File: src/rtl/saradc_sequencer.sv
// SAR ADC sequencer: optional calibration, periodic conversions, 1/2/4/8-sample
// averaging and a valid/ready result register with sticky overrun/timeout flags.
module saradc_sequencer #(
    parameter int RES_W      = 10,
    parameter int PERIOD_W   = 16,
    parameter int TIMEOUT    = 64,
    parameter int CAL_CYCLES = 32
) (
    input  logic                wb_clk_i,
    input  logic                wb_rst_i,
    input  logic                cfg_start,
    input  logic                cfg_stop,
    input  logic                cfg_cont,
    input  logic                cfg_cal_req,
    input  logic [PERIOD_W-1:0] cfg_period,
    input  logic [1:0]          cfg_avg_log2,
    input  logic                status_clr,
    input  logic                adc_valid,
    input  logic [RES_W-1:0]    adc_result,
    output logic                adc_en,
    output logic                adc_cal,
    output logic [RES_W-1:0]    res_data,
    output logic                res_valid,
    input  logic                res_ready,
    output logic                busy,
    output logic                overrun,
    output logic                timeout
);

    localparam logic [1:0] S_IDLE = 2'd0;
    localparam logic [1:0] S_CAL  = 2'd1;
    localparam logic [1:0] S_CONV = 2'd2;
    localparam logic [1:0] S_GAP  = 2'd3;

    localparam int ACC_W = RES_W + 3;

    logic [1:0]          state_q, state_d;
    logic [PERIOD_W-1:0] per_q, per_d;
    logic [1:0]          avg_q, avg_d;
    logic [3:0]          samp_q, samp_d;
    logic [ACC_W-1:0]    acc_q, acc_d;
    logic                done_q, done_d;
    logic                adc_valid_q;
    logic                adc_en_q, adc_en_d;
    logic                adc_cal_q, adc_cal_d;
    logic                busy_q, busy_d;
    logic [RES_W-1:0]    res_data_q, res_data_d;
    logic                res_valid_q, res_valid_d;
    logic                overrun_q, overrun_d;
    logic                timeout_q, timeout_d;

    logic                valid_rise;
    logic [PERIOD_W-1:0] per_inc;
    logic [ACC_W-1:0]    acc_sum;
    logic [3:0]          samp_inc;
    logic [3:0]          samp_need;
    logic                gap_elapsed;
    logic                push;
    logic                timeout_set;
    logic                overrun_set;

    assign valid_rise  = adc_valid & ~adc_valid_q;
    assign per_inc     = (&per_q) ? per_q : per_q + PERIOD_W'(1);
    assign acc_sum     = acc_q + ACC_W'(adc_result);
    assign samp_inc    = samp_q + 4'd1;
    assign samp_need   = 4'd1 << avg_q;
    // Widened compare so that cfg_period of 0 or 1 both mean a single gap cycle.
    assign gap_elapsed = ({1'b0, per_q} + {{PERIOD_W{1'b0}}, 1'b1}) >= {1'b0, cfg_period};

    always_comb begin
        // NOTE: every next-state variable gets a default here so no latch is inferred.
        state_d     = state_q;
        per_d       = per_q;
        avg_d       = avg_q;
        samp_d      = samp_q;
        acc_d       = acc_q;
        done_d      = done_q;
        push        = 1'b0;
        timeout_set = 1'b0;

        case (state_q)
            S_IDLE: begin
                if (cfg_start && !cfg_stop) begin
                    avg_d   = cfg_avg_log2;
                    per_d   = '0;
                    samp_d  = '0;
                    acc_d   = '0;
                    done_d  = 1'b0;
                    state_d = cfg_cal_req ? S_CAL : S_CONV;
                end
            end
            S_CAL: begin
                per_d = per_inc;
                if (per_q == PERIOD_W'(CAL_CYCLES - 1)) begin
                    per_d   = '0;
                    state_d = S_CONV;
                end
            end
            S_CONV: begin
                per_d = per_inc;
                if (valid_rise) begin
                    state_d = S_GAP;
                    if (samp_inc == samp_need) begin
                        push   = 1'b1;
                        acc_d  = '0;
                        samp_d = '0;
                        done_d = ~cfg_cont;
                    end else begin
                        acc_d  = acc_sum;
                        samp_d = samp_inc;
                    end
                end else if (per_q == PERIOD_W'(TIMEOUT - 1)) begin
                    timeout_set = 1'b1;
                    state_d     = S_GAP;
                end
            end
            default: begin
                per_d = per_inc;
                if (done_q) begin
                    done_d  = 1'b0;
                    state_d = S_IDLE;
                end else if (gap_elapsed) begin
                    per_d   = '0;
                    state_d = S_CONV;
                end
            end
        endcase

        // Abort wins over anything the active state decided this cycle.
        if (cfg_stop && state_q != S_IDLE) begin
            state_d     = S_IDLE;
            per_d       = '0;
            samp_d      = '0;
            acc_d       = '0;
            done_d      = 1'b0;
            push        = 1'b0;
            timeout_set = 1'b0;
        end

        res_data_d  = res_data_q;
        res_valid_d = res_valid_q;
        overrun_set = 1'b0;
        if (push) begin
            res_data_d  = RES_W'(acc_sum >> avg_q);
            res_valid_d = 1'b1;
            overrun_set = res_valid_q & ~res_ready;
        end else if (res_valid_q && res_ready) begin
            res_valid_d = 1'b0;
        end

        overrun_d = overrun_set | (overrun_q & ~status_clr);
        timeout_d = timeout_set | (timeout_q & ~status_clr);
        adc_en_d  = (state_d == S_CONV);
        adc_cal_d = (state_d == S_CAL);
        busy_d    = (state_d != S_IDLE);
    end

    // NOTE: sequential state uses non-blocking assignments only.
    always_ff @(posedge wb_clk_i) begin
        if (wb_rst_i) begin
            state_q     <= S_IDLE;
            per_q       <= '0;
            avg_q       <= '0;
            samp_q      <= '0;
            acc_q       <= '0;
            done_q      <= 1'b0;
            adc_valid_q <= 1'b0;
            adc_en_q    <= 1'b0;
            adc_cal_q   <= 1'b0;
            busy_q      <= 1'b0;
            res_data_q  <= '0;
            res_valid_q <= 1'b0;
            overrun_q   <= 1'b0;
            timeout_q   <= 1'b0;
        end else begin
            state_q     <= state_d;
            per_q       <= per_d;
            avg_q       <= avg_d;
            samp_q      <= samp_d;
            acc_q       <= acc_d;
            done_q      <= done_d;
            adc_valid_q <= adc_valid;
            adc_en_q    <= adc_en_d;
            adc_cal_q   <= adc_cal_d;
            busy_q      <= busy_d;
            res_data_q  <= res_data_d;
            res_valid_q <= res_valid_d;
            overrun_q   <= overrun_d;
            timeout_q   <= timeout_d;
        end
    end

    assign adc_en    = adc_en_q;
    assign adc_cal   = adc_cal_q;
    assign busy      = busy_q;
    assign res_data  = res_data_q;
    assign res_valid = res_valid_q;
    assign overrun   = overrun_q;
    assign timeout   = timeout_q;

endmodule
File: config.mk
export PLATFORM = sky130hd
export DESIGN_NAME = saradc_sequencer
export DESIGN_NICKNAME = d
export VERILOG_FILES = /design/src/rtl/saradc_sequencer.sv
export SDC_FILE = /design/constraint.sdc
export NUM_CORES = 1
export LEC_CHECK = 0
export ABC_AREA = 1
export CORE_MARGIN = 4
export CORE_UTILIZATION = 55
export CTS_CLUSTER_SIZE = 16
export DETAILED_ROUTE_END_ITERATION = 6
export PLACE_DENSITY = 0.88
export SYNTH_ARGS = -nofsm -noshare
export SYNTH_HDL_FRONTEND = slang
export SYNTH_SLANG_ARGS = --single-unit
File: constraint.sdc
create_clock -name wb_clk_i -period 5.3 [get_ports wb_clk_i]
set_clock_uncertainty 0.15 [all_clocks]
set_input_delay 1.06 -clock wb_clk_i [delete_from_list [all_inputs] [get_ports wb_clk_i]]
set_output_delay 1.06 -clock wb_clk_i [all_outputs]
set_load 0.01 [all_outputs]
* Word-level counts from Yosys, hierarchy flattened
Cells that the tools add are included.
Storage, ports and cells: register bits 55, ROM bits 0, memories kept 0, bits in writable memories 0, bits in latches 0
Operators by class: $lt $le $gt $ge 1, multiplexer cells 38, reduce and logical (&&, ||, !) cells 14, shifts and indexed selects 2, add/subtract/negate cells 4, bitwise logic cells 11, $mul 0, divide/modulo/power cells 0, eq/ne operators 10
Operators with widths (number):
- $mux W16 | 5
- $pmux W16 S3 | 1
- $mux W13 | 3
- $pmux W13 S2 | 1
- $add A16 B1 Y17 const B | 1
- $ge A17 B16 Y1 | 1
- $add A16 B1 Y16 const B | 1
- $eq A16 B5 Y1 const B | 1
- $eq A16 B6 Y1 const B | 1
- $mux W2 | 8
- $reduce_and A16 Y1 | 1
- $mux W1 | 14
- $add A13 B10 Y13 | 1
- $shr A13 B2 Y10 | 1
- $mux W4 | 3
- $pmux W4 S2 | 1
- $reduce_bool A2 Y1 | 4
- $ne A2 B2 Y1 const B | 3
- $pmux W2 S3 | 1
- $not A1 Y1 | 5
- $add A4 B1 Y4 const B | 1
- $and A1 B1 Y1 | 4
- $eq A2 B1 Y1 const B | 2
- $eq A2 B2 Y1 const B | 2
- other kinds (11) | 14

* Longest topological paths before layout
Gate-level depths: netlist (run 1).
word-level depth 8, gate-level depth with buffers 21

* Worst setup path after synthesis (run 1)
No wires, ideal clock.
kind input to register, start point in adc_result[0], end point reg res_data_q[6], in the netlist res_data[6], setup slack 2.497 ns, data arrival time 2.583 ns, cell stages on the path 13, cells stage by stage ha_1 -> inv_1 -> fa_1 -> inv_1 -> nand3_1 -> nand2_1 -> a21oi_1 -> or2_2 -> nand3_1 -> nand3_1 -> nand2_1 -> inv_1 -> a21oi_1
Between the ends: word-level cells in the longest chain between the ends 2
Ends and longest elaborated chain:
- start: declaration | RTL line 19 | input logic [RES_W-1:0] adc_result,
- $add A13 B10 Y13 | RTL line 64 | assign acc_sum = acc_q + ACC_W'(adc_result);
- $shr A13 B2 Y10 | RTL line 144 | res_data_d = RES_W'(acc_sum >> avg_q);
- end signal: assignment | RTL line 186 | res_data_q <= res_data_d;
- end: declaration | RTL line 47 | logic [RES_W-1:0] res_data_q, res_data_d;
No other way between the ends. A chain may end at the register's enable or synchronous reset.

* Worst setup path after layout (run 1)
start point reg per_q[0], end point reg per_q[12]
Between the ends: word-level cells in the longest chain between the ends 5
Ends and longest elaborated chain:
- start: declaration | RTL line 38 | logic [PERIOD_W-1:0] per_q, per_d;
- start signal: assignment | RTL line 177 | per_q <= per_d;
- $add A16 B1 Y17 (tied with other cells) | RTL line 68 | assign gap_elapsed = ({1'b0, per_q} + {{PERIOD_W{1'b0}}, 1'b1}) >= {1'b0, cfg_period};
- $ge A17 B16 Y1 or $mux W16 (tied branches) | RTL line 68, 63
- $mux W16 | RTL line 122 | end else if (gap_elapsed) begin
- $mux W16 | RTL line 119 | if (done_q) begin
- $pmux W16 S3 * | RTL line 81 | case (state_q)
Mark *: on every way between the ends. The rest lies on a longest branch, timed or not.

==> results of run 1 <==
where the power goes:
group	total (mW)	internal (mW)	switching (mW)
clock network	0.293	0.144	0.150
registers	0.434	0.422	0.0121
logic	0.160	0.0636	0.0962
total	0.887	0.629	0.258
flip-flops by register name, summed over array words and instances (netlist names):
name,flops
res_valid,1
per_q,16
adc_valid_q,1
overrun,1
state_q,2
adc_en,1
avg_q,2
res_data,10
done_q,1
timeout,1
samp_q,4
acc_q,13
busy,1
adc_cal,1
worst min path at each step:
stage / slack [ns] / end / startpoint / depth (start not counted)
2_1_floorplan: 0.29 / done_q / done_q / 2
3_3_place_gp: 0.30 / overrun / overrun / 2
3_5_place_dp: 0.31 / timeout / timeout / 2
4_1_cts: 0.33 / overrun / overrun / 2
5_1_grt: 0.35 / overrun / overrun / 2
6_report: 0.33 / timeout / timeout / 2
cells by family after synthesis:
logic type               after synthesis
AND/OR/NAND/NOR                      331
flip-flops                            55
XOR/XNOR                              14
adder cells (fa/ha/maj)               29
AO/OA/AOI/OAI                        104
buffers and inverters                108
metal layers:
layer | vias to the layer above | track usage [%] | wire length, um
met3 | 24 | 4.22 | 722
met4 | 0 | 7.81 | 220
met5 | - | 0 | 0
met2 | 128 | 42.0 | 4890
li1 | 2147 | - | -
met1 | 1903 | 31.3 | 4650
cells in the final DEF (no fill, tap or decap), drive strengths merged, types with 2 or more instances in the layout:
cell           synthesis  routed
a21o                   2       2
a21oi                 63      63
clkbuf                 5       5
clkdlybuf4s50          0      52
clkinv                 1       2
dfxtp                 55      55
ha                    28      28
inv                   93      94
nand2                165     165
nand3                 57      57
nand4                 12      12
nor2                  82      82
nor3                   5       5
o21a                   2       2
o21ai                 32      32
or2                    7       7
xnor2                  6       6
xor2                   8       8
final cells by class:
cell class	count	area, sq um	share of cell area, %
clock buffer	5	68.8	1.44
clock inverter	3	47.5	0.994
inverter	94	353	7.37
multi-input combinational	478	2570	53.7
sequential	55	1100	23.0
tap	99	124	2.59
timing repair buffer	52	520	10.9
worst reg2reg max path: stages (launching register included):
cell and delay [ns]:
dfxtp_1 0.46, ha_1 0.24, nand2_2 0.09, nor2_4 0.12
nand2_2 0.12, nor2_1 0.20, xor2_1 0.28, inv_1 0.08
ha_1 0.29, nand2_1 0.08, a21oi_1 0.05, or3_1 0.31
nand2_1 0.09, nand3_2 0.13, nand2_4 0.21, nand3_1 0.11
a21oi_1 0.15
per-stage QoR:
step                total power [mW]  cells  hold WS (ns)
floorplan                      0.542    641         0.294
global placement               0.595    778         0.302
detailed placement             0.601    778         0.310
CTS                            0.891    786         0.325
global route                   0.934    786         0.346
finish                         0.887    786         0.326
==> impl_metrics.csv, run 1 <==
group,metric,value,unit
worst_setup_path,slowest_stage,"dfxtp_1",
timing,maxSlewViolCount,0,
synth,synth_cell_types,43,
global_route,antenna_found_initial,0,
worst_setup_path,cp.depth,16,
synth,synthSimpleGateAreaFrac,36.1,%
synth,synth-main-ff-cell,"dfxtp_1",
worst_setup_path,timing.rr.start,"per_q[0]",
detailed_routing,wire_per_inst,13.3,um
detailed_routing,drt-total-wl,10500,um
clock_network,tritoncts,"built",
worst_setup_path,startpoint_type,"register",
layout,fill_cells,650,
synth,synthAdderAreaFrac,9.01,%
synth,ys_ff_latch,55,
floorplan,fp-row-count,31,
hold_path,hp-class,"register to register",
global_route,grt_pass1_vias,4057,
layout,area_delta_synth_final,16.4,%
timing,max_slew_margin,15.5,%
layout,utilization,66.0,%
global_route,grt_max_degree,32,
synth,synthArstFlopShare,0,%
worst_setup_path,reg2reg_depth,16,
worst_setup_path,rr_endpoint,"per_q[12]",
synth,synth_top_cells_by_count,"nand2_1 (160), inv_1 (88), nor2_1 (77)",
layout,final_area,0.00478,sq mm
timing,fin_tns_setup,0,ns
detailed_routing,post_drt_via_cell_ratio,5.35,
layout,final_nets,752,
detailed_routing,num_vias,4202,
power_and_ir_drop,p_leak,2.20,nW
global_route,grt_pass1_wl,17800,um
synth,syn_nets,707,
outcome,status,"finished, final reports clean",
worst_setup_path,max_stage_delay,0.46,ns
timing,fin_crit,3.24,ns
layout,drive_gt1_share,7.86,%
synth,synth_top_family_by_area,"simple AND/OR/NAND/NOR gates",
clock_network,cts.path.max_buffers,2,
detailed_routing,firstDrtPassIters,5,
clock_network,cts_buffers,5,
clock_network,post_cts_buffers,0,
worst_setup_path,arrival,3.31,ns
worst_setup_path,crit_type,"register to register",
worst_setup_path,required,5.37,ns
floorplan,fp.coreArea,0.00725,sq mm
synth,synth-compound-area-share,14.5,%
timing,setup_slack,2.06,ns
global_route,grt_remaining_overflow,0,
synth,synthMostInstantiatedCell,"nand2_1",
worst_setup_path,worst-path-buf-inv,1,
timing,rsz0062_at_grt,"false",
worst_setup_path,endpoint,"per_q[12]",
worst_setup_path,crit_family,"simple AND/OR/NAND/NOR gates",
placed_design,gp_congestion,0.977,
synth,synth_top_area_share,26.8,%
placed_design,place_ws,1.85,ns
clock_network,clock-sinks,55,
synth,synth_xor_area_share,2.98,%
synth,ys_seq_area_share,26.8,%
floorplan,io_pins,53,
clock_network,clk_pin_slew,0.10,ns
synth,synth-edff-count,0,
power_and_ir_drop,power.density,185,mW/mm^2
global_route,grt.total_usage,24.5,%
timing,max_freq,308,MHz
clock_network,holdBufCountCts,0,
clock_network,clock-root-buffer,"clkbuf_8",
floorplan,die_area,0.00892,sq mm
detailed_routing,drt_iter0_drc,286,
placed_design,dpl_cell_area,0.00467,sq mm
synth,synth_area_leaders,"dfxtp_1 (27%), nand2_1 (15%), ha_1 (8.5%)",
worst_setup_path,end_kind,"register",
synth,syn_area,0.00411,sq mm
detailed_routing,ant_nets,0,
timing,tightestPinTransition,1.27,ns
worst_setup_path,crit_chain,"ha_1 > nand2_2 > nor2_4 > nand2_2 > nor2_1 > xor2_1 > inv_1 > ha_1 > nand2_1 > a21oi_1 > or3_1 > nand2_1 > nand3_2 > nand2_4 > nand3_1 > a21oi_1",
clock_network,cts-htree-levels,2,
floorplan,initial_core_util,56.7,%
layout,antenna_cells,0,
timing,setup_viol,0,
placed_design,dp_hpwl,8380,um
flow_run,maxCapViolCount,0,
worst_setup_path,reg2reg_slack,2.06,ns
synth,postSynthAreaPerCell,6.41,sq um
worst_setup_path,crit_path_start,"per_q[0]",
clock_network,cts_resized,0,
synth,synth_cells,641,
synth,yosysWarnings,0,
timing,final.period_utilization,61.2,%
synth,synth_mux_area_share,0,%
floorplan,die_y,94.5,um
floorplan,die_w,94.5,um
synth,yosysTopAreaCell,"dfxtp_1",
timing,hold_viol,0,
detailed_routing,drcViolationCount,0,
worst_setup_path,cp_max_fo,16,
power_and_ir_drop,irDropWorstVdd,0.136,mV
clock_network,clk_latency,0.32,ns
placed_design,io_buffers,52,
No activity file was read; power rests on OpenSTA's default activity.
==> run 2: changes to the inputs <==
CORE_UTILIZATION = 51   (was 55)
PLACE_DENSITY = 0.86   (was 0.88)
clock period = 2.8 ns   (was 5.3 ns; I/O delays follow)
==> run 2 against run 1 <==
Against the previous run:
- the run now ends with setup timing left
- setup slack got worse by 2.2 ns
- global-route usage fell by 0.11 points
- maximum frequency rose by 8.6%
- worst hold slack improved by 0.0028 ns
- sequential share of layout area fell by 2.5 points
- cell area rose by 14%
- non-clock buffer count rose by 40
- combinational power rose by 120%
- critical endpoint is now per_q[0]
- largest power group unchanged
- highest routed layer unchanged
==> impl_metrics.csv, run 2 (synthesized netlist as in run 1, its figures left out) <==
group,metric,value,unit
power_and_ir_drop,irDropWorstVdd,0.353,mV
detailed_routing,post_drt_via_cell_ratio,5.63,
worst_setup_path,cp_max_fo,8,
floorplan,die_area,0.00956,sq mm
layout,utilization,70.2,%
placed_design,gp_congestion,0.961,
floorplan,die_w,97.8,um
layout,final_common_cell,"nand2_1",
clock_network,cts.path.max_buffers,2,
outcome,violations,"setup timing",
power_and_ir_drop,p_leak,2.49,nW
clock_network,cts-htree-levels,2,
floorplan,io_pins,53,
clock_network,cts_buffers,5,
power_and_ir_drop,power.density,298,mW/mm^2
worst_setup_path,required,2.87,ns
timing,fin_tns_setup,-2.24,ns
layout,antenna_cells,0,
detailed_routing,drt_iter0_drc,389,
floorplan,die_y,97.8,um
clock_network,tritoncts,"built",
global_route,grt_max_degree,32,
layout,final_nets,793,
timing,final.period_utilization,107,%
timing,tightestPinTransition,0.807,ns
global_route,grt_pass1_wl,20000,um
worst_setup_path,arrival,3.05,ns
clock_network,clock-sinks,55,
global_route,antenna_found_initial,0,
placed_design,io_buffers,52,
timing,max_slew_margin,46.0,%
global_route,grt.total_usage,24.4,%
clock_network,clk_latency,0.31,ns
timing,rsz0062_at_grt,"true",
layout,drive_gt1_share,23.1,%
detailed_routing,ant_nets,0,
detailed_routing,wire_per_inst,15.5,um
worst_setup_path,crit_type,"register to register",
timing,fin_crit,2.99,ns
worst_setup_path,reg2reg_slack,-0.19,ns
global_route,grt_pass1_vias,4490,
layout,instances_no_fill,830,
detailed_routing,firstDrtPassIters,5,
floorplan,initial_core_util,52.9,%
clock_network,clk_pin_slew,0.10,ns
layout,area_delta_synth_final,32.7,%
detailed_routing,dr_wl_met3,973,um
power_and_ir_drop,total_power,1.63,mW
placed_design,placed_cells,808,
timing,setup_viol,20,
timing,max_freq,335,MHz
outcome,status,"finished with violations",
layout,largest_reg_flops,16,
detailed_routing,wl_met2,6030,um
flow_run,maxCapViolCount,0,
detailed_routing,highest_layer,"met4",
timing,maxSlewViolCount,0,
clock_network,clock-root-buffer,"clkbuf_8",
worst_setup_path,startpoint_type,"register",
detailed_routing,drt-total-wl,12900,um
clock_network,holdBufCountCts,0,
detailed_routing,drcViolationCount,0,
detailed_routing,wl_met1,5270,um
layout,final_cell_mix,"nand2_1 (143), inv_1 (82), nor2_1 (66)",
global_route,grt_remaining_overflow,0,
worst_setup_path,end_kind,"register",
floorplan,fp.coreArea,0.00777,sq mm
layout,top_register,"per_q",
timing,hold_viol,0,
placed_design,place_ws,-0.158,ns
placed_design,dp_hpwl,8690,um
detailed_routing,num_vias,4677,
hold_path,hp-class,"register to register",
timing,setup_slack,-0.187,ns
floorplan,fp-row-count,32,
run 2: through the flow:
step / hold WS [ns] / area [sq um]
2_1_floorplan: 0.294 / 4110
4_1_cts: 0.327 / 5200
6_report: 0.329 / 5460
5_1_grt: 0.352 / 5460
3_5_place_dp: 0.313 / 4870
3_3_place_gp: 0.302 / 4870
run 2: final cells by class:
cell class / instances / area (sq um)
sequential: 55 / 1120
timing repair buffer: 92 / 828
multi-input combinational: 479 / 2940
fill: 648 / 2310
inverter: 94 / 353
tap: 102 / 128
clock inverter: 3 / 18.8
clock buffer: 5 / 68.8
run 2: critical path: stages, from the launching register on:
cell and delay, ns:
dfxtp_2 0.36, nand2_2 0.10, nor2_2 0.13, nand2_2 0.10, nor3_4 0.25, inv_2 0.06
buf_4 0.13, nand2_1 0.08, nand2_1 0.06, ha_1 0.31, nand2_2 0.08, nor2_2 0.15
nand4_1 0.16, nand3_2 0.13, nor2_4 0.04, nand3_4 0.18, nand2_8 0.11, nand2_2 0.12
nand2_1 0.07, nand2_1 0.07, inv_1 0.03
run 2: worst paths after layout:
| check | from | cells after the start | end |
|---|---|---|---|
| setup reg to reg | per_q[4] | 20 | per_q[0] |
| hold / removal | acc_q[5] | 2 | acc_q[5] |
| hold reg to reg | acc_q[5] | 2 | acc_q[5] |
| setup / recovery | per_q[4] | 20 | per_q[0] |
run 2: report_power, final:
part           switching [mW]  internal, mW
Combinational           0.212         0.147
Clock                   0.271         0.177
Sequential             0.0229         0.796
run 2: repair_timing:
| item | CTS | global route |
|---|---|---|
| setup endpoints to repair | 20 | 22 |
| cloned | 1 | 0 |
| setup buffers | 5 | 8 |
| gates resized for setup | 42 | 53 |
| endpoints found under the hold margin | 0 | 0 |
| pin swaps | 21 | 39 |
run 2: metal layers:
metal | global-route usage [%] | vias to the layer above
met5 | 0 | -
met4 | 7.77 | 0
met3 | 4.00 | 66
met2 | 42.1 | 263
met1 | 31.1 | 2117
li1 | - | 2231
==> run 3: changes to the inputs <==
ABC_CLOCK_PERIOD_IN_PS = 2800   (was unset)
SETUP_SLACK_MARGIN = 0.4   (was unset)
==> run 3 against run 2 <==
Against the previous run:
- the run still ends with setup timing left
- critical path type unchanged
- critical path depth decreased by 4
- sequential share of layout area is 0.37 points lower
- maximum frequency up 4.8%
- core utilization grew 1.4 points
- sequential cell count did not move
- register-to-register slack better by 0.14 ns
- clock power grew 2%
- cell area increased by 2.0%
- highest routed layer unchanged
- die area unchanged
- worst hold slack lost 0.0034 ns
==> impl_metrics.csv, run 3 (synthesized netlist as in run 1, its figures left out) <==
group,metric,value,unit
worst_setup_path,max_stage_delay,0.40,ns
layout,drive_gt1_share,25.3,%
timing,max_freq,351,MHz
detailed_routing,drt_iter0_drc,307,
clock_network,tritoncts,"built",
detailed_routing,drt-total-wl,12400,um
layout,final_cell_mix,"nand2_1 (136), inv_1 (80), nor2_1 (68)",
timing,holdWs,0.326,ns
hold_path,hp-class,"register to register",
clock_network,cts_buffers,5,
outcome,status,"finished with violations",
worst_setup_path,slowest_stage,"dfxtp_4",
layout,final_common_cell,"nand2_1",
clock_network,clk_latency,0.32,ns
clock_network,clock-sinks,55,
layout,final_nets,785,
clock_network,cts-htree-levels,2,
worst_setup_path,cp_max_fo,8,
detailed_routing,num_vias,4564,
detailed_routing,post_drt_via_cell_ratio,5.56,
timing,setup_slack,-0.0511,ns
timing,fin_tns_setup,-0.334,ns
layout,largest_reg_flops,16,
floorplan,fp-row-count,32,
floorplan,fp.coreArea,0.00777,sq mm
global_route,grt_max_degree,28,
outcome,violations,"setup timing",
floorplan,die_w,97.8,um
global_route,grt.total_usage,23.8,%
placed_design,gp_congestion,0.926,
timing,maxSlewViolCount,0,
worst_setup_path,crit_family,"simple AND/OR/NAND/NOR gates",
floorplan,die_y,97.8,um
timing,rsz0062_at_grt,"true",
layout,top_register,"per_q",
detailed_routing,ant_nets,0,
layout,antenna_cells,0,
worst_setup_path,crit_type,"register to register",
power_and_ir_drop,total_power,1.65,mW
worst_setup_path,startpoint_type,"register",
detailed_routing,firstDrtPassIters,5,
global_route,antenna_found_initial,0,
placed_design,place_ws,-0.133,ns
worst_setup_path,crit_chain,"ha_4 > nand2_4 > nor2_4 > nand2_4 > buf_4 > xor2_2 > ha_1 > nand2_2 > nor2_1 > nand4_1 > nand3_2 > nor2_4 > nand3_4 > nand2_8 > nand3_2 > a21oi_2",
timing,setup_viol,15,
layout,area_delta_synth_final,35.4,%
worst_setup_path,end_kind,"register",
floorplan,die_area,0.00956,sq mm
layout,utilization,71.7,%
flow_run,maxCapViolCount,0,
layout,fill_cells,604,
global_route,grt_remaining_overflow,0,
clock_network,clock-root-buffer,"clkbuf_8",
timing,final.period_utilization,102,%
placed_design,dp_hpwl,8730,um
floorplan,initial_core_util,52.9,%
detailed_routing,wire_per_inst,15.1,um
clock_network,holdBufCountCts,0,
timing,max_slew_margin,46.9,%
worst_setup_path,required,2.90,ns
power_and_ir_drop,p_leak,2.51,nW
power_and_ir_drop,irDropWorstVdd,0.243,mV
placed_design,io_buffers,52,
clock_network,cts.path.max_buffers,2,
global_route,grt_pass1_wl,19400,um
clock_network,clk_pin_slew,0.10,ns
timing,fin_crit,2.85,ns
timing,hold_viol,0,
floorplan,io_pins,53,
worst_setup_path,worst-path-buf-inv,1,
power_and_ir_drop,power.density,297,mW/mm^2
worst_setup_path,arrival,2.95,ns
timing,tightestPinTransition,0.794,ns
detailed_routing,drcViolationCount,0,
global_route,grt_pass1_vias,4354,
==> run 3: layout make-up <==
type | count | area, sq um | area share [%]
tap | 102 | 128 | 2.29
inverter | 94 | 353 | 6.34
sequential | 55 | 1120 | 20.2
multi-input combinational | 479 | 3100 | 55.7
clock buffer | 6 | 82.6 | 1.48
timing repair buffer | 84 | 774 | 13.9
clock inverter | 1 | 5.00 | 0.0899
==> run 3: per-layer routing <==
layer | vias to the layer above | routed length, um | track usage, %
met5 | - | 0 | 0
met4 | 0 | 226 | 7.88
met3 | 29 | 711 | 3.36
met2 | 162 | 6560 | 43.5
met1 | 2155 | 4880 | 28.5
li1 | 2218 | - | -
==> run 3: path summary, 6_finish.rpt <==
path	cells past startpoint	start	slack, ns	to
max	16	per_q[0]	-0.05	per_q[6]
min reg2reg	2	timeout	0.33	timeout
min	2	timeout	0.33	timeout
max reg2reg	16	per_q[0]	-0.05	per_q[6]
==> run 3: repair_timing <==
item,4_1_cts,5_1_grt
setup buffers,4,5
endpoints found under the setup margin,30,33
gates resized for setup,34,88
cloned,1,0
pin swaps,12,44
==> run 3: power by group <==
| part | leakage, nW | internal, mW | total (mW) | switching, mW |
|---|---|---|---|---|
| Sequential | 0.450 | 0.795 | 0.816 | 0.0208 |
| Clock | 0.0470 | 0.195 | 0.459 | 0.264 |
| Combinational | 2.01 | 0.158 | 0.376 | 0.218 |
==> run 3: worst min-delay path: cells and delay by family, from the launching register on <==
kind	cells	cell delay (ns)
AND/OR/NAND/NOR	1	0.06
AO/OA/AOI/OAI	1	0.06
flip-flops	1	0.32
==> run 3: metrics by stage <==
stage                     area, sq um  instances
after global routing             5570        821
final                            5570        821
after global placement           4890        804
after detailed placement         4890        804
after floorplan                  4150        641
after CTS                        5140        816
